File: src/rtl/riscv_ctrl_pkg.sv
// -----------------------------------------------------------------------------
// riscv_ctrl_pkg
//   Shared constants and types for the multi-cycle RISC-V control sequencer:
//   opcode / funct3 / funct7 encodings, ALUControl codes, the sequencer state
//   enum and the decoded operation-class enum.
// -----------------------------------------------------------------------------
package riscv_ctrl_pkg;

  // Opcodes of the supported instruction subset
  localparam logic [6:0] OPC_RTYPE  = 7'b0110011;
  localparam logic [6:0] OPC_ADDI   = 7'b0010011;
  localparam logic [6:0] OPC_LOAD   = 7'b0000011;
  localparam logic [6:0] OPC_STORE  = 7'b0100011;
  localparam logic [6:0] OPC_BRANCH = 7'b1100011;

  // funct3 encodings
  localparam logic [2:0] F3_ADD_SUB = 3'b000;
  localparam logic [2:0] F3_OR      = 3'b110;
  localparam logic [2:0] F3_AND     = 3'b111;
  localparam logic [2:0] F3_ADDI    = 3'b000;
  localparam logic [2:0] F3_LD      = 3'b011;
  localparam logic [2:0] F3_SD      = 3'b011;
  localparam logic [2:0] F3_BEQ     = 3'b000;

  // funct7 encodings (bit 5 distinguishes SUB from ADD)
  localparam logic [6:0] F7_BASE = 7'b0000000;
  localparam logic [6:0] F7_ALT  = 7'b0100000;

  // ALUControl codes
  localparam logic [3:0] ALU_AND = 4'b0000;
  localparam logic [3:0] ALU_OR  = 4'b0001;
  localparam logic [3:0] ALU_ADD = 4'b0010;
  localparam logic [3:0] ALU_SUB = 4'b0110;

  typedef enum logic [2:0] {
    FETCH  = 3'd0,
    DECODE = 3'd1,
    EXEC   = 3'd2,
    MEM    = 3'd3,
    WB     = 3'd4
  } state_t;

  typedef enum logic [2:0] {
    OP_R    = 3'd0,
    OP_ADDI = 3'd1,
    OP_LD   = 3'd2,
    OP_SD   = 3'd3,
    OP_BEQ  = 3'd4,
    OP_ILL  = 3'd5
  } op_class_t;

  // True for the classes that pass through the MEM state
  function automatic logic is_mem_op(input op_class_t op);
    return (op == OP_LD) || (op == OP_SD);
  endfunction

endpackage

File: src/rtl/ctrl_decode.sv
// -----------------------------------------------------------------------------
// ctrl_decode
//   Purely combinational instruction classifier.
//   Ports:
//     i_instr     in  32  instruction word from the IR
//     o_op_class  out  3  operation class (OP_ILL for anything unsupported)
//     o_alu_ctrl  out  4  ALU operation for the EXEC/MEM/WB states
//     o_alu_src   out  1  0 = rs2 operand, 1 = immediate operand
// -----------------------------------------------------------------------------
module ctrl_decode
  import riscv_ctrl_pkg::*;
(
  input  logic [31:0] i_instr,
  output op_class_t   o_op_class,
  output logic [3:0]  o_alu_ctrl,
  output logic        o_alu_src
);

  logic [6:0] w_opcode;
  logic [2:0] w_funct3;
  logic [6:0] w_funct7;
  logic       w_unused_bits;

  assign w_opcode = i_instr[6:0];
  assign w_funct3 = i_instr[14:12];
  assign w_funct7 = i_instr[31:25];

  // Register/immediate fields are the datapath's business, not the sequencer's
  assign w_unused_bits = ^{i_instr[24:15], i_instr[11:7]};

  always_comb begin
    o_op_class = OP_ILL;
    o_alu_ctrl = ALU_ADD;
    o_alu_src  = 1'b0;
    case (w_opcode)
      OPC_RTYPE: begin
        if (w_funct7 == F7_BASE) begin
          case (w_funct3)
            F3_ADD_SUB: begin o_op_class = OP_R; o_alu_ctrl = ALU_ADD; end
            F3_AND:     begin o_op_class = OP_R; o_alu_ctrl = ALU_AND; end
            F3_OR:      begin o_op_class = OP_R; o_alu_ctrl = ALU_OR;  end
            default:    o_op_class = OP_ILL;
          endcase
        end else if (w_funct7 == F7_ALT && w_funct3 == F3_ADD_SUB) begin
          o_op_class = OP_R;
          o_alu_ctrl = ALU_SUB;
        end
      end
      OPC_ADDI: begin
        if (w_funct3 == F3_ADDI) begin
          o_op_class = OP_ADDI;
          o_alu_src  = 1'b1;
        end
      end
      OPC_LOAD: begin
        if (w_funct3 == F3_LD) begin
          o_op_class = OP_LD;
          o_alu_src  = 1'b1;
        end
      end
      OPC_STORE: begin
        if (w_funct3 == F3_SD) begin
          o_op_class = OP_SD;
          o_alu_src  = 1'b1;
        end
      end
      OPC_BRANCH: begin
        if (w_funct3 == F3_BEQ) begin
          o_op_class = OP_BEQ;
          o_alu_ctrl = ALU_SUB;
        end
      end
      default: o_op_class = OP_ILL;
    endcase
  end

endmodule

File: src/rtl/multicycle_ctrl.sv
// -----------------------------------------------------------------------------
// multicycle_ctrl
//   Multi-cycle sequencer for a 64-bit RISC-V datapath. Steps each instruction
//   through FETCH/DECODE/EXEC/MEM/WB and drives the datapath strobes.
//   Parameters:
//     MEM_TIMEOUT  max non-ready MEM cycles before abort (0 = wait forever)
//     CNT_W        performance counter width
//   Ports:
//     clk, reset (sync, active high), run (level, gates FETCH)
//     instr[31:0], zero_flag, mem_ready                  -- inputs
//     pc_write, ir_write, pc_src, ALUSrc, ALUControl[3:0],
//     MemRead, MemWrite, MemtoReg, RegWrite              -- datapath strobes
//     illegal_instr, mem_err                             -- one-cycle pulses
//     cycle_cnt, retired_cnt [CNT_W-1:0]                 -- perf counters
//   Build option: define PERF_CNT_EN to build the performance counters;
//   otherwise cycle_cnt and retired_cnt are tied to zero.
// -----------------------------------------------------------------------------
module multicycle_ctrl
  import riscv_ctrl_pkg::*;
#(
  parameter int unsigned MEM_TIMEOUT = 16,
  parameter int unsigned CNT_W       = 32
) (
  input  logic             clk,
  input  logic             reset,
  input  logic             run,
  input  logic [31:0]      instr,
  input  logic             zero_flag,
  input  logic             mem_ready,
  output logic             pc_write,
  output logic             ir_write,
  output logic             pc_src,
  output logic             ALUSrc,
  output logic [3:0]       ALUControl,
  output logic             MemRead,
  output logic             MemWrite,
  output logic             MemtoReg,
  output logic             RegWrite,
  output logic             illegal_instr,
  output logic             mem_err,
  output logic [CNT_W-1:0] cycle_cnt,
  output logic [CNT_W-1:0] retired_cnt
);

  localparam bit TIMEOUT_EN = (MEM_TIMEOUT != 0);
  localparam int WAIT_W     = TIMEOUT_EN ? $clog2(MEM_TIMEOUT + 1) : 1;
  localparam logic [WAIT_W-1:0] WAIT_LIMIT = WAIT_W'(MEM_TIMEOUT);

  state_t           r_state;
  state_t           w_state_next;
  op_class_t        r_op;
  logic [3:0]       r_alu_ctrl;
  logic             r_alu_src;
  logic [WAIT_W-1:0] r_wait;
  logic [WAIT_W-1:0] w_wait_next;

  op_class_t        w_dec_op;
  logic [3:0]       w_dec_alu_ctrl;
  logic             w_dec_alu_src;
  logic             w_timeout;

  ctrl_decode u_decode (
    .i_instr    (instr),
    .o_op_class (w_dec_op),
    .o_alu_ctrl (w_dec_alu_ctrl),
    .o_alu_src  (w_dec_alu_src)
  );

  assign w_timeout = TIMEOUT_EN && (r_wait == WAIT_LIMIT);

  always_ff @(posedge clk) begin
    if (reset) begin
      r_state    <= FETCH;
      r_op       <= OP_ILL;
      r_alu_ctrl <= '0;
      r_alu_src  <= 1'b0;
      r_wait     <= '0;
    end else begin
      r_state <= w_state_next;
      r_wait  <= w_wait_next;
      if (r_state == DECODE) begin
        r_op       <= w_dec_op;
        r_alu_ctrl <= w_dec_alu_ctrl;
        r_alu_src  <= w_dec_alu_src;
      end
    end
  end

  // Next state and strobes. Everything is forced low while reset is high so an
  // interrupted instruction cannot emit a strobe in the reset cycle.
  always_comb begin
    w_state_next  = r_state;
    w_wait_next   = '0;
    pc_write      = 1'b0;
    ir_write      = 1'b0;
    pc_src        = 1'b0;
    ALUSrc        = 1'b0;
    ALUControl    = '0;
    MemRead       = 1'b0;
    MemWrite      = 1'b0;
    MemtoReg      = 1'b0;
    RegWrite      = 1'b0;
    illegal_instr = 1'b0;
    mem_err       = 1'b0;
    if (!reset) begin
      case (r_state)
        FETCH: begin
          if (run) begin
            ir_write     = 1'b1;
            w_state_next = DECODE;
          end
        end
        DECODE: begin
          if (w_dec_op == OP_ILL) begin
            // Skip the instruction: advance PC to PC+4 without retiring it
            illegal_instr = 1'b1;
            pc_write      = 1'b1;
            w_state_next  = FETCH;
          end else begin
            w_state_next = EXEC;
          end
        end
        EXEC: begin
          ALUSrc     = r_alu_src;
          ALUControl = r_alu_ctrl;
          if (r_op == OP_BEQ) begin
            pc_write     = 1'b1;
            pc_src       = zero_flag;
            w_state_next = FETCH;
          end else if (is_mem_op(r_op)) begin
            w_state_next = MEM;
          end else begin
            w_state_next = WB;
          end
        end
        MEM: begin
          // ALU keeps computing the address so it stays stable for the memory
          ALUSrc     = r_alu_src;
          ALUControl = r_alu_ctrl;
          if (w_timeout) begin
            // Abort cycle: access strobes drop, instruction is dropped
            mem_err      = 1'b1;
            pc_write     = 1'b1;
            w_state_next = FETCH;
          end else begin
            MemRead  = (r_op == OP_LD);
            MemWrite = (r_op == OP_SD);
            if (mem_ready) begin
              if (r_op == OP_SD) begin
                pc_write     = 1'b1;
                w_state_next = FETCH;
              end else begin
                w_state_next = WB;
              end
            end else begin
              w_wait_next = TIMEOUT_EN ? r_wait + 1'b1 : '0;
            end
          end
        end
        WB: begin
          ALUSrc       = r_alu_src;
          ALUControl   = r_alu_ctrl;
          RegWrite     = 1'b1;
          MemtoReg     = (r_op == OP_LD);
          pc_write     = 1'b1;
          w_state_next = FETCH;
        end
        default: w_state_next = FETCH;
      endcase
    end
  end

`ifdef PERF_CNT_EN
  logic [CNT_W-1:0] r_cycle_cnt;
  logic [CNT_W-1:0] r_retired_cnt;
  logic             w_retire;

  // A PC update retires the instruction unless it skips or aborts it
  assign w_retire = pc_write & ~illegal_instr & ~mem_err;

  always_ff @(posedge clk) begin
    if (reset) begin
      r_cycle_cnt   <= '0;
      r_retired_cnt <= '0;
    end else begin
      if (run) begin
        r_cycle_cnt <= r_cycle_cnt + 1'b1;
      end
      if (w_retire) begin
        r_retired_cnt <= r_retired_cnt + 1'b1;
      end
    end
  end

  assign cycle_cnt   = r_cycle_cnt;
  assign retired_cnt = r_retired_cnt;
`else
  assign cycle_cnt   = '0;
  assign retired_cnt = '0;
`endif

endmodule

File: config.mk
export PLATFORM = sky130hd
export DESIGN_NAME = multicycle_ctrl
export DESIGN_NICKNAME = d
export VERILOG_FILES = /design/src/rtl/riscv_ctrl_pkg.sv /design/src/rtl/ctrl_decode.sv /design/src/rtl/multicycle_ctrl.sv
export SDC_FILE = /design/constraint.sdc
export NUM_CORES = 1
export LEC_CHECK = 0
export ABC_AREA = 1
export CORE_ASPECT_RATIO = 0.9
export CORE_MARGIN = 4
export CORE_UTILIZATION = 37
export DETAILED_ROUTE_END_ITERATION = 6
export PLACE_DENSITY = 0.82
export RECOVER_POWER = 100
export SETUP_SLACK_MARGIN = 0.2
export SYNTH_ARGS = -nofsm -noshare
export SYNTH_HDL_FRONTEND = slang
export SYNTH_SLANG_ARGS = --single-unit
File: constraint.sdc
create_clock -name clk -period 2.6 [get_ports clk]
set_input_delay 0.52 -clock clk [delete_from_list [all_inputs] [get_ports clk]]
set_output_delay 0.52 -clock clk [all_outputs]
set_load 0.01 [all_outputs]
==> results of run 1 <==
-- final cells by class --
cell class                      count  area [µm²]
Fill cell                         401        2101
Multi-Input combinational cell    201       948.4
Timing Repair Buffer               57       510.5
Sequential cell                    15       300.3
Inverter                           27       108.9
Tap cell                           48       60.06
Clock buffer                        4       45.04
-- Yosys cell counts --
master / n
buf_4: 65
clkbuf_1: 1
a31oi_1: 1
nand2_2: 2
o211ai_1: 1
nor4b_1: 1
nand3_1: 11
nor2_1: 38
nand3_2: 2
clkinv_1: 1
nor2_4: 1
inv_1: 23
nor2_8: 1
clkbuf_8: 1
o22ai_1: 1
a21oi_1: 9
inv_4: 1
nand2_1: 45
a211oi_1: 1
nor3_1: 5
nand4_1: 1
and2_1: 1
nor2_2: 1
nand2_4: 1
ha_1: 2
dfxtp_1: 15
inv_2: 2
o21ai_0: 8
xor2_1: 2
conb_1: 1
-- timing repair --
item / 4_1_cts / 5_1_grt
setup endpoints to repair: 12 / 4
buffers inserted: 6 / 0
cloned: 1 / 0
gates resized for setup: 31 / 20
pin swaps: 13 / 11
-- metrics by stage --
| step | hold WS, ns | setup WS (ns) | cells |
|---|---|---|---|
| after global placement | 0.4440 | -0.3230 | 341 |
| after floorplan | 0.4297 | 0.6631 | 309 |
| after detailed placement | 0.4544 | -0.3437 | 341 |
| final | 0.4639 | 0.2430 | 352 |
| after CTS | 0.4695 | 0.1668 | 352 |
| after global routing | 0.5002 | 0.1102 | 352 |
-- critical path, delay by kind of cell --
family | cells | cell delay (ns)
AOI/OAI and AO/OA | 1 | 0.13
buffers and inverters | 4 | 0.52
and+or+nand+nor | 6 | 0.68
-- layer usage --
| layer | wire length, µm | part of all wire | vias to the layer above | track usage |
|---|---|---|---|---|
| li1 | - | - | 750 | - |
| met1 | 1346 | 0.40 | 668 | 0.1381 |
| met2 | 1712 | 0.50 | 79 | 0.2156 |
| met3 | 282 | 0.083 | 6 | 0.03247 |
| met4 | 52 | 0.015 | 0 | 0.03622 |
| met5 | 0 | 0 | - | 0 |
-- flip-flops by register name (all words and copies together), names as in the netlist --
register / cells
r_alu_src: 1
r_state: 3
r_wait: 5
r_op: 3
r_alu_ctrl: 3
-- worst min-delay path by stage --
stage                      endpoint  slack (ns)
6_report       r_wait[0]$_SDFF_PP0_        0.46
5_1_grt        r_wait[0]$_SDFF_PP0_        0.50
2_1_floorplan  r_wait[0]$_SDFF_PP0_        0.43
4_1_cts        r_wait[0]$_SDFF_PP0_        0.47
3_3_place_gp   r_wait[0]$_SDFF_PP0_        0.44
3_5_place_dp   r_wait[0]$_SDFF_PP0_        0.45
-- logic make-up (layout without fill, tap and decap cells) --
logic type / count (synthesis) / after routing / synth area share
AND/OR/NAND/NOR: 110 / 111 / 0.3163
buffers and inverters: 94 / 88 / 0.3899
AO/OA/AOI/OAI: 21 / 21 / 0.07207
flip-flops: 15 / 15 / 0.1922
adder cells (fa/ha/maj): 2 / 2 / 0.01601
XOR/XNOR: 2 / 2 / 0.01121
other: 1 / 65 / 0.002400
-- power by group --
group          switching, mW  internal [mW]
Combinational          0.110         0.0590
Sequential           0.00527          0.240
Clock                 0.0732          0.108
==> qor.csv, run 1 <==
stage,metric,value,unit
outcome,status,completed,
detailed_routing,wl_per_cell,9.639,µm
die,ios,115,
power,leakage,1.086,nW
final_layout,final_common_cell,conb_1,
grt,grt_pass1_vias,1320,
timing,hold_viol_final,0,
grt,globalRouteOverflowTotal,0,
cts,cts-root-buf,clkbuf_8,
synthesis,syn_area,1563,µm²
synthesis,synth_top_area_frac,0.3122,
timing,fin_crit_sh,0.9065,
detailed_routing,wl,3393,µm
setup_path,rr_worst_depth,10,
grt,grt_usage,0.1200,
final_layout,final_cell_mix,"65 x conb_1, 43 x nand2_1, 32 x nor2_1, 23 x buf_4, 21 x inv_1",
cts,htree_levels,1,
detailed_routing,drc,0,
setup_path,cp-endpoint,pc_write,
die,core_area,4074,µm²
cts,cts_max_path_buffers,2,
final_layout,drive_gt1_frac,0.1743,
worst_hold_path,hold_path_depth,1,
die,die_y,69.66,µm
final_layout,fin_util,0.4843,
setup_path,critical_path_class,in -> out,
synthesis,yosysTopAreaCell,buf_4,
setup_path,cp-end-kind,primary output,
setup_path,worst_setup_path_start_kind,primary input,
setup_path,required,2.08,ns
cts,cts_inserted_buffers,3,
final_layout,area_growth,26.26,%
worst_hold_path,min-delay-start,r_wait[0]$_SDFF_PP0_,
final_layout,final_nets,344,
timing,max_clock_freq,424.3,MHz
grt,antenna_found_initial,0,
cts,clock_sinks,15,
timing,rsz0062_at_grt,yes,
detailed_routing,drt_iter0_markers,63,
power,p_per_area,301.7,nW/µm²
final_layout,diodes,0,
final_layout,finalInstanceArea,1973,µm²
cts,hold_buffers,0,
synthesis,yosys_warnings,0,
job,cap_violations,0,
timing,drv_slew,0,
synthesis,yosysSeqAreaShare,0.1922,
grt,grt_pass1_wl,5478,µm
die,die_area,5329,µm²
placement,routabilityCongestion,0.8309,
setup_path,crit_arrival,1.84,ns
setup_path,crit_path_max_fanout,5,
die,fp.dieW,76.51,µm
die,initial_core_util,0.3836,
synthesis,synth_cells,245,
placement,io_buffers,34,
grt,grt_max_degree,11,
timing,finalCriticalPeriod,2.357,ns
setup_path,r2r_end,r_state[0]$_SDFFE_PP0P_,
setup_path,rrSetupSlack,1.09,ns
cts,path_clk_slew,0.05,ns
power,power,595.2,µW
worst_hold_path,hp-class,reg -> reg,
detailed_routing,viasPerCell,4.270,
placement,dpl_cell_area,1826,µm²
die,rows,22,
power,ir_drop,0.0002400,V
timing,fin_skew,0.003418,ns
detailed_routing,dr.pass1.iters,4,
setup_path,crit_path_start,instr[3],
detailed_routing,vias,1503,
synthesis,synthTopCellsByArea,"buf_4 31%, dfxtp_1 19%, nand2_1 11%",
placement,dp_hpwl,2653,µm
timing,setup_viol,0,
setup_path,crit_chain,dlygate4sd2_1 > inv_2 > nand2_4 > nor2_8 > inv_4 > nor2_4 > nand3_1 > nand2_2 > nand3_2 > a21oi_2 > clkbuf_1,
synthesis,syn_avg_cell_area,6.379,µm²
setup_path,cpPeakStageDelay,0.24,ns
cts,cts_tree,done,
timing,tns,0,ns
synthesis,ys_ff_latch,15,
setup_path,r2r_start,r_wait[0]$_SDFF_PP0_,
synthesis,ys_types,30,
detailed_routing,ant_nets,0,
cts,insertion_delay,0.24,ns
setup_path,critPathSlowestCell,dlygate4sd2_1,
(Power assumes the default switching activity.)
==> run 2: changes to the inputs <==
Settings changed: PLACE_DENSITY 0.82 to 0.86.
==> qor.csv, run 2 (synthesis results as in run 1) <==
stage,metric,value,unit,change
outcome,status,completed,,unchanged
timing,max_clock_freq,415.6,MHz,was 424.3 MHz
timing,fin_skew,0.001294,ns,was 0.003418 ns
setup_path,crit_chain,clkdlybuf4s50_1 > nor2_1 > nand2_1 > nor2_1 > nand2_1 > nand3_1 > nand3_2 > nand3_2 > a21oi_2 > buf_2,,was dlygate4sd2_1 > inv_2 > nand2_4 > nor2_8 > inv_4 > nor2_4 > nand3_1 > nand2_2 > nand3_2 > a21oi_2 > clkbuf_1
detailed_routing,ant_nets,0,,unchanged
final_layout,area_growth,23.06,%,was 26.26%
die,die_area,5329,µm²,unchanged
timing,fin_crit_sh,0.9254,,was 0.9065
timing,rsz0062_at_grt,yes,,unchanged
placement,dpl_cell_area,1810,µm²,was 1826 µm²
final_layout,final_common_cell,conb_1,,unchanged
detailed_routing,drt_iter0_markers,52,,was 63
detailed_routing,viasPerCell,4.121,,was 4.270
placement,pre_cts_ws,-0.3522,ns,was -0.3437 ns
timing,drv_slew,0,,unchanged
setup_path,cpPeakStageDelay,0.39,ns,was 0.24 ns
grt,antenna_found_initial,0,,unchanged
cts,cts_inserted_buffers,3,,unchanged
setup_path,r2r_start,r_state[0]$_SDFFE_PP0P_,,was r_wait[0]$_SDFF_PP0_
final_layout,drive_gt1_frac,0.1733,,was 0.1743
cts,path_clk_slew,0.06,ns,was 0.05 ns
worst_hold_path,whs_endpoint,r_wait[0]$_SDFF_PP0_,,unchanged
grt,grt_max_degree,11,,unchanged
cts,clock_sinks,15,,unchanged
die,rows,22,,unchanged
power,p_per_area,315.6,nW/µm²,was 301.7 nW/µm²
cts,cts-root-buf,clkbuf_8,,unchanged
die,die_y,69.66,µm,unchanged
die,initial_core_util,0.3836,,unchanged
worst_hold_path,min-delay-start,r_wait[0]$_SDFF_PP0_,,unchanged
grt,grt_pass1_wl,5651,µm,was 5478 µm
worst_hold_path,hold_path_depth,1,,unchanged
setup_path,critPathTopFamily,simple AND/OR/NAND/NOR gates,,unchanged
setup_path,required,2.08,ns,about the same
grt,globalRouteOverflowTotal,0,,unchanged
power,ir_drop,0.0001446,V,was 0.0002400 V
final_layout,final_cell_mix,"65 x conb_1, 41 x nand2_1, 31 x nor2_1, 20 x inv_1, 18 x buf_4",,"was 65 x conb_1, 43 x nand2_1, 32 x nor2_1, 23 x buf_4, 21 x inv_1"
setup_path,rrSetupSlack,0.99,ns,was 1.09 ns
detailed_routing,vias,1434,,"was 1,503"
die,ios,115,,unchanged
final_layout,largest_register_ffs,5,,unchanged
job,cap_violations,0,,unchanged
final_layout,finalInstanceArea,1923,µm²,was 1973 µm²
die,core_area,4074,µm²,unchanged
cts,cts_tree,done,,unchanged
timing,worst_pin_slew,0.5560,ns,
setup_path,worst_setup_path_start_kind,primary input,,unchanged
setup_path,critical_path_class,in -> out,,unchanged
timing,setup_viol,0,,unchanged
setup_path,r2r_end,r_alu_src$_SDFFE_PP0P_,,was r_state[0]$_SDFFE_PP0P_
setup_path,cp-end-kind,primary output,,unchanged
setup_path,rr_worst_depth,8,,was 10
placement,routabilityCongestion,0.7716,,was 0.8309
setup_path,crit_path_max_fanout,2,,was 5
grt,grt_pass1_vias,1286,,"was 1,320"
detailed_routing,wl,3584,µm,was 3393 µm
cts,insertion_delay,0.25,ns,was 0.24 ns
final_layout,num-fill-cells,388,,was 401
die,fp.dieW,76.51,µm,unchanged
cts,cts_max_path_buffers,2,,unchanged
timing,fin_ws,0.1941,ns,was 0.2430 ns
placement,io_buffers,34,,unchanged
detailed_routing,dr.pass1.iters,4,,unchanged
final_layout,final_nets,340,,was 344
worst_hold_path,hp-class,reg -> reg,,unchanged
setup_path,crit_arrival,1.89,ns,was 1.84 ns
timing,finalCriticalPeriod,2.406,ns,was 2.357 ns
timing,hold_viol_final,0,,unchanged
power,leakage,1.037,nW,was 1.086 nW
timing,worst_hold_slack,0.4702,ns,was 0.4639 ns
detailed_routing,wl_per_cell,10.30,µm,was 9.639 µm
setup_path,critPathSlowestCell,clkdlybuf4s50_1,,was dlygate4sd2_1
placement,dp_hpwl,2804,µm,was 2653 µm
cts,htree_levels,1,,unchanged
detailed_routing,drc,0,,unchanged
timing,slew_headroom,0.6241,,
timing,tns,0,ns,unchanged
setup_path,crit_buf_inv,2,,was 4
final_layout,diodes,0,,unchanged
grt,grt_usage,0.1241,,was 0.1200
final_layout,largest_register,r_wait,,unchanged
[run 2: metrics by stage]
stage | power [mW] | cells | util
detailed placement | 0.4131 | 339 | 0.4444
floorplan | 0.4209 | 309 | -
finish | 0.6070 | 348 | 0.4721
global route | 0.6401 | 348 | 0.4721
global placement | 0.4106 | 339 | 0.4444
CTS | 0.6013 | 345 | 0.4619
[run 2: repair_timing]
action                     in CTS  in global routing
setup endpoints to repair      12                  6
hold buffers                    0                  0
setup buffers                   2                  3
pin swaps                      13                 14
gates resized for setup        36                 18
[run 2: worst max-delay path by stage]
stage	startpoint	cells past startpoint	endpoint
after floorplan	instr[3]	9	pc_write
after global placement	instr[1]	10	pc_write
after detailed placement	instr[1]	10	pc_write
after CTS	instr[14]	10	pc_write
after global routing	instr[28]	10	pc_write
final	instr[28]	10	pc_write
[run 2: final cells by class]
cell class                      count  area [µm²]  area share
Tap cell                           48       60.06     0.03123
Inverter                           27       103.9     0.05400
Multi-Input combinational cell    200       947.2      0.4925
Timing Repair Buffer               54       466.7      0.2427
Sequential cell                    15       300.3      0.1561
Clock buffer                        4       45.04     0.02342
[run 2: per-layer routing]
metal / up-vias / routed length, µm / track usage
met5: - / 0 / 0
met4: 0 / 31 / 0.03622
met3: 4 / 255 / 0.02338
met2: 58 / 1789 / 0.2176
met1: 632 / 1508 / 0.1538
li1: 740 / - / -
[run 2: power breakdown]
| part | switching (mW) | internal [mW] | total [mW] | leakage, nW |
|---|---|---|---|---|
| clock | 0.0832 | 0.109 | 0.192 | 0.0228 |
| combinational | 0.110 | 0.0600 | 0.170 | 0.892 |
| sequential | 0.00574 | 0.240 | 0.246 | 0.122 |
[run 2: worst reg2reg max path, cell delays in order (launching register included)]
cell and delay [ns]:
dfxtp_1 0.35, inv_1 0.08, nor3_1 0.26, clkbuf_1 0.34
o21ai_0 0.15, inv_1 0.10, o21ai_0 0.08, o211ai_1 0.09
inv_1 0.05
==> run 3: changes to the inputs <==
Settings changed: CORE_UTILIZATION 37 to 35, PLACE_DENSITY 0.86 to 0.82.
Clock period 2.6 ns to 2.3 ns, I/O delays scaled along.
==> qor.csv, run 3 (synthesis results as in run 1) <==
stage,metric,value,unit,change
final_layout,final_nets,360,,was 340
cts,cts_max_path_buffers,2,,unchanged
final_layout,num-fill-cells,382,,was 388
timing,fin_skew,0.006543,ns,was 0.001294 ns
grt,antenna_found_initial,0,,unchanged
timing,hold_viol_final,0,,unchanged
cts,cts-root-buf,clkbuf_8,,unchanged
job,cap_violations,0,,unchanged
detailed_routing,drt_iter0_markers,83,,was 52
setup_path,crit_arrival,2.35,ns,was 1.89 ns
cts,cts_tree,done,,unchanged
setup_path,rr_worst_depth,8,,unchanged
detailed_routing,wl,4250,µm,was 3584 µm
timing,worst_hold_slack,0.5066,ns,was 0.4702 ns
cts,clock_sinks,15,,unchanged
timing,setup_viol,0,,unchanged
final_layout,diodes,0,,unchanged
final_layout,final_cell_mix,"65 x conb_1, 35 x buf_4, 32 x nand2_1, 25 x nor2_1, 18 x inv_1",,"was 65 x conb_1, 41 x nand2_1, 31 x nor2_1, 20 x inv_1, 18 x buf_4"
final_layout,largest_register,r_wait,,unchanged
placement,pre_cts_ws,-0.5344,ns,was -0.3522 ns
detailed_routing,wl_per_cell,11.18,µm,was 10.30 µm
grt,grt_max_degree,11,,unchanged
power,power,710.8,µW,was 607.0 µW
final_layout,multiInputGateArea,1091,µm²,was 947.2 µm²
final_layout,layoutNonFillerInstCount,380,,was 348
timing,drv_slew,0,,unchanged
outcome,status,completed,,unchanged
setup_path,worst_setup_path_start_kind,primary input,,unchanged
timing,fin_ws,0.1534,ns,was 0.1941 ns
detailed_routing,vias,1602,,"was 1,434"
power,leakage,1.117,nW,was 1.037 nW
die,ios,115,,unchanged
die,core_area,4184,µm²,was 4074 µm²
die,die_area,5599,µm²,was 5329 µm²
placement,dp_hpwl,2884,µm,was 2804 µm
power,ir_drop,0.0002122,V,was 0.0001446 V
detailed_routing,ant_nets,0,,unchanged
timing,max_clock_freq,465.9,MHz,
setup_path,crit_buf_inv,7,,was 2
grt,grt_pass1_wl,6065,µm,was 5651 µm
grt,grt_pass1_vias,1380,,"was 1,286"
timing,rsz0062_at_grt,yes,,unchanged
placement,dpl_cell_area,1863,µm²,was 1810 µm²
die,fp.dieW,78.44,µm,was 76.51 µm
timing,fin_crit_sh,0.9333,,
placement,place_inst,356,,was 339
grt,grt_usage,0.1313,,was 0.1241
setup_path,rrSetupSlack,0.51,ns,was 0.99 ns
final_layout,finalInstanceArea,2173,µm²,was 1923 µm²
setup_path,r2r_start,r_state[0]$_SDFFE_PP0P_,,unchanged
final_layout,final_common_cell,conb_1,,unchanged
setup_path,required,2.50,ns,was 2.08 ns
placement,routabilityCongestion,0.7759,,was 0.7716
worst_hold_path,min-delay-start,r_alu_src$_SDFFE_PP0P_,,was r_wait[0]$_SDFF_PP0_
setup_path,cp-end-kind,flip-flop,,was primary output
cts,cts_inserted_buffers,3,,unchanged
setup_path,crit_path_max_fanout,2,,unchanged
timing,finalCriticalPeriod,2.147,ns,
setup_path,critPathTopFamily,simple AND/OR/NAND/NOR gates,,unchanged
final_layout,area_growth,39.07,%,was 23.06%
detailed_routing,drc,0,,unchanged
worst_hold_path,whs_endpoint,r_alu_src$_SDFFE_PP0P_,,was r_wait[0]$_SDFF_PP0_
grt,globalRouteOverflowTotal,0,,unchanged
placement,io_buffers,34,,unchanged
final_layout,fin_util,0.5194,,was 0.4721
die,die_y,71.39,µm,was 69.66 µm
setup_path,crit_chain,dlygate4sd2_1 > nor2_2 > nand2_1 > nor2_4 > nand2_2 > nand3_4 > nand3_4 > buf_4 > buf_4 > buf_4 > buf_4 > buf_4 > nand2_1 > nand2_1 > nand3_1 > nand2_1 > inv_1,,was clkdlybuf4s50_1 > nor2_1 > nand2_1 > nor2_1 > nand2_1 > nand3_1 > nand3_2 > nand3_2 > a21oi_2 > buf_2
power,p_per_area,327.0,nW/µm²,was 315.6 nW/µm²
worst_hold_path,hp-class,reg -> reg,,unchanged
detailed_routing,dr.pass1.iters,4,,unchanged
cts,htree_levels,1,,unchanged
cts,insertion_delay,0.25,ns,about the same
die,initial_core_util,0.3735,,was 0.3836
final_layout,drive_gt1_frac,0.3344,,was 0.1733
timing,tns,0,ns,unchanged
final_layout,register_area,300.3,µm²,unchanged
setup_path,cpMostUsedCell,buf_4,,
setup_path,critPathSlowestCell,dlygate4sd2_1,,was clkdlybuf4s50_1
setup_path,critical_path_class,in -> reg,,was in -> out
setup_path,cpPeakStageDelay,0.24,ns,was 0.39 ns
detailed_routing,viasPerCell,4.216,,was 4.121
worst_hold_path,hold_path_depth,2,,was 1
die,rows,22,,unchanged
setup_path,r2r_end,r_alu_src$_SDFFE_PP0P_,,unchanged
cts,path_clk_slew,0.07,ns,was 0.06 ns
final_layout,largest_register_ffs,5,,unchanged
[run 3: changes by cell type in the layout (fill, tap and decap cells not counted), sizes merged, moves of 2 or more]
cell	before	now
buf	21	41
clkbuf	6	14
clkdlybuf4s15	0	2
clkdlybuf4s50	8	3
dlygate4sd2	16	13
dlymetal6s2s	5	1
[run 3: report_power, final]
part | switching, mW | internal (mW) | leakage [nW] | total (mW)
Clock | 0.0951 | 0.120 | 0.0255 | 0.215
Sequential | 0.00678 | 0.271 | 0.122 | 0.278
Combinational | 0.141 | 0.0770 | 0.969 | 0.218
Total | 0.243 | 0.468 | 1.12 | 0.711
[run 3: layout make-up]
type | instances | area share
Clock inverter | 1 | 0.002303
Clock buffer | 3 | 0.01900
Timing Repair Buffer | 73 | 0.2562
Inverter | 27 | 0.04778
Multi-Input combinational cell | 201 | 0.5020
Sequential cell | 15 | 0.1382
Tap cell | 60 | 0.03454
[run 3: what timing repair did]
item / in CTS / in global routing
setup endpoints to repair: 13 / 11
setup buffers: 9 / 10
hold buffers: 0 / 0
gates resized for setup: 65 / 58
cloned: 1 / 0
pin swaps: 24 / 26
[run 3: metal layers]
layer	global-route usage	vias up	wire [µm]
met2	0.2405	84	2154
met4	0.06019	0	115
li1	-	789	-
met3	0.02638	17	352
met1	0.1461	712	1628
met5	0	-	0
[run 3: worst max-delay path by stage]
stage | from | to | slack (ns) | cells past startpoint
detailed placement | instr[1] | pc_write | -0.53 | 10
finish | instr[27] | r_state[1]$_SDFFE_PP0P_ | 0.15 | 17
global placement | instr[1] | pc_write | -0.50 | 10
global route | instr[27] | r_state[1]$_SDFFE_PP0P_ | 0.02 | 17
floorplan | instr[3] | pc_write | 0.48 | 9
CTS | r_state[2]$_SDFFE_PP0P_ | pc_src | 0.09 | 6
[run 3: worst min-delay path: cells and delay by family, from the launching register on]
family	cells	cell delay [ns]
AOI/OAI and AO/OA	1	0.10
buffers and inverters	1	0.05
DFF	1	0.33
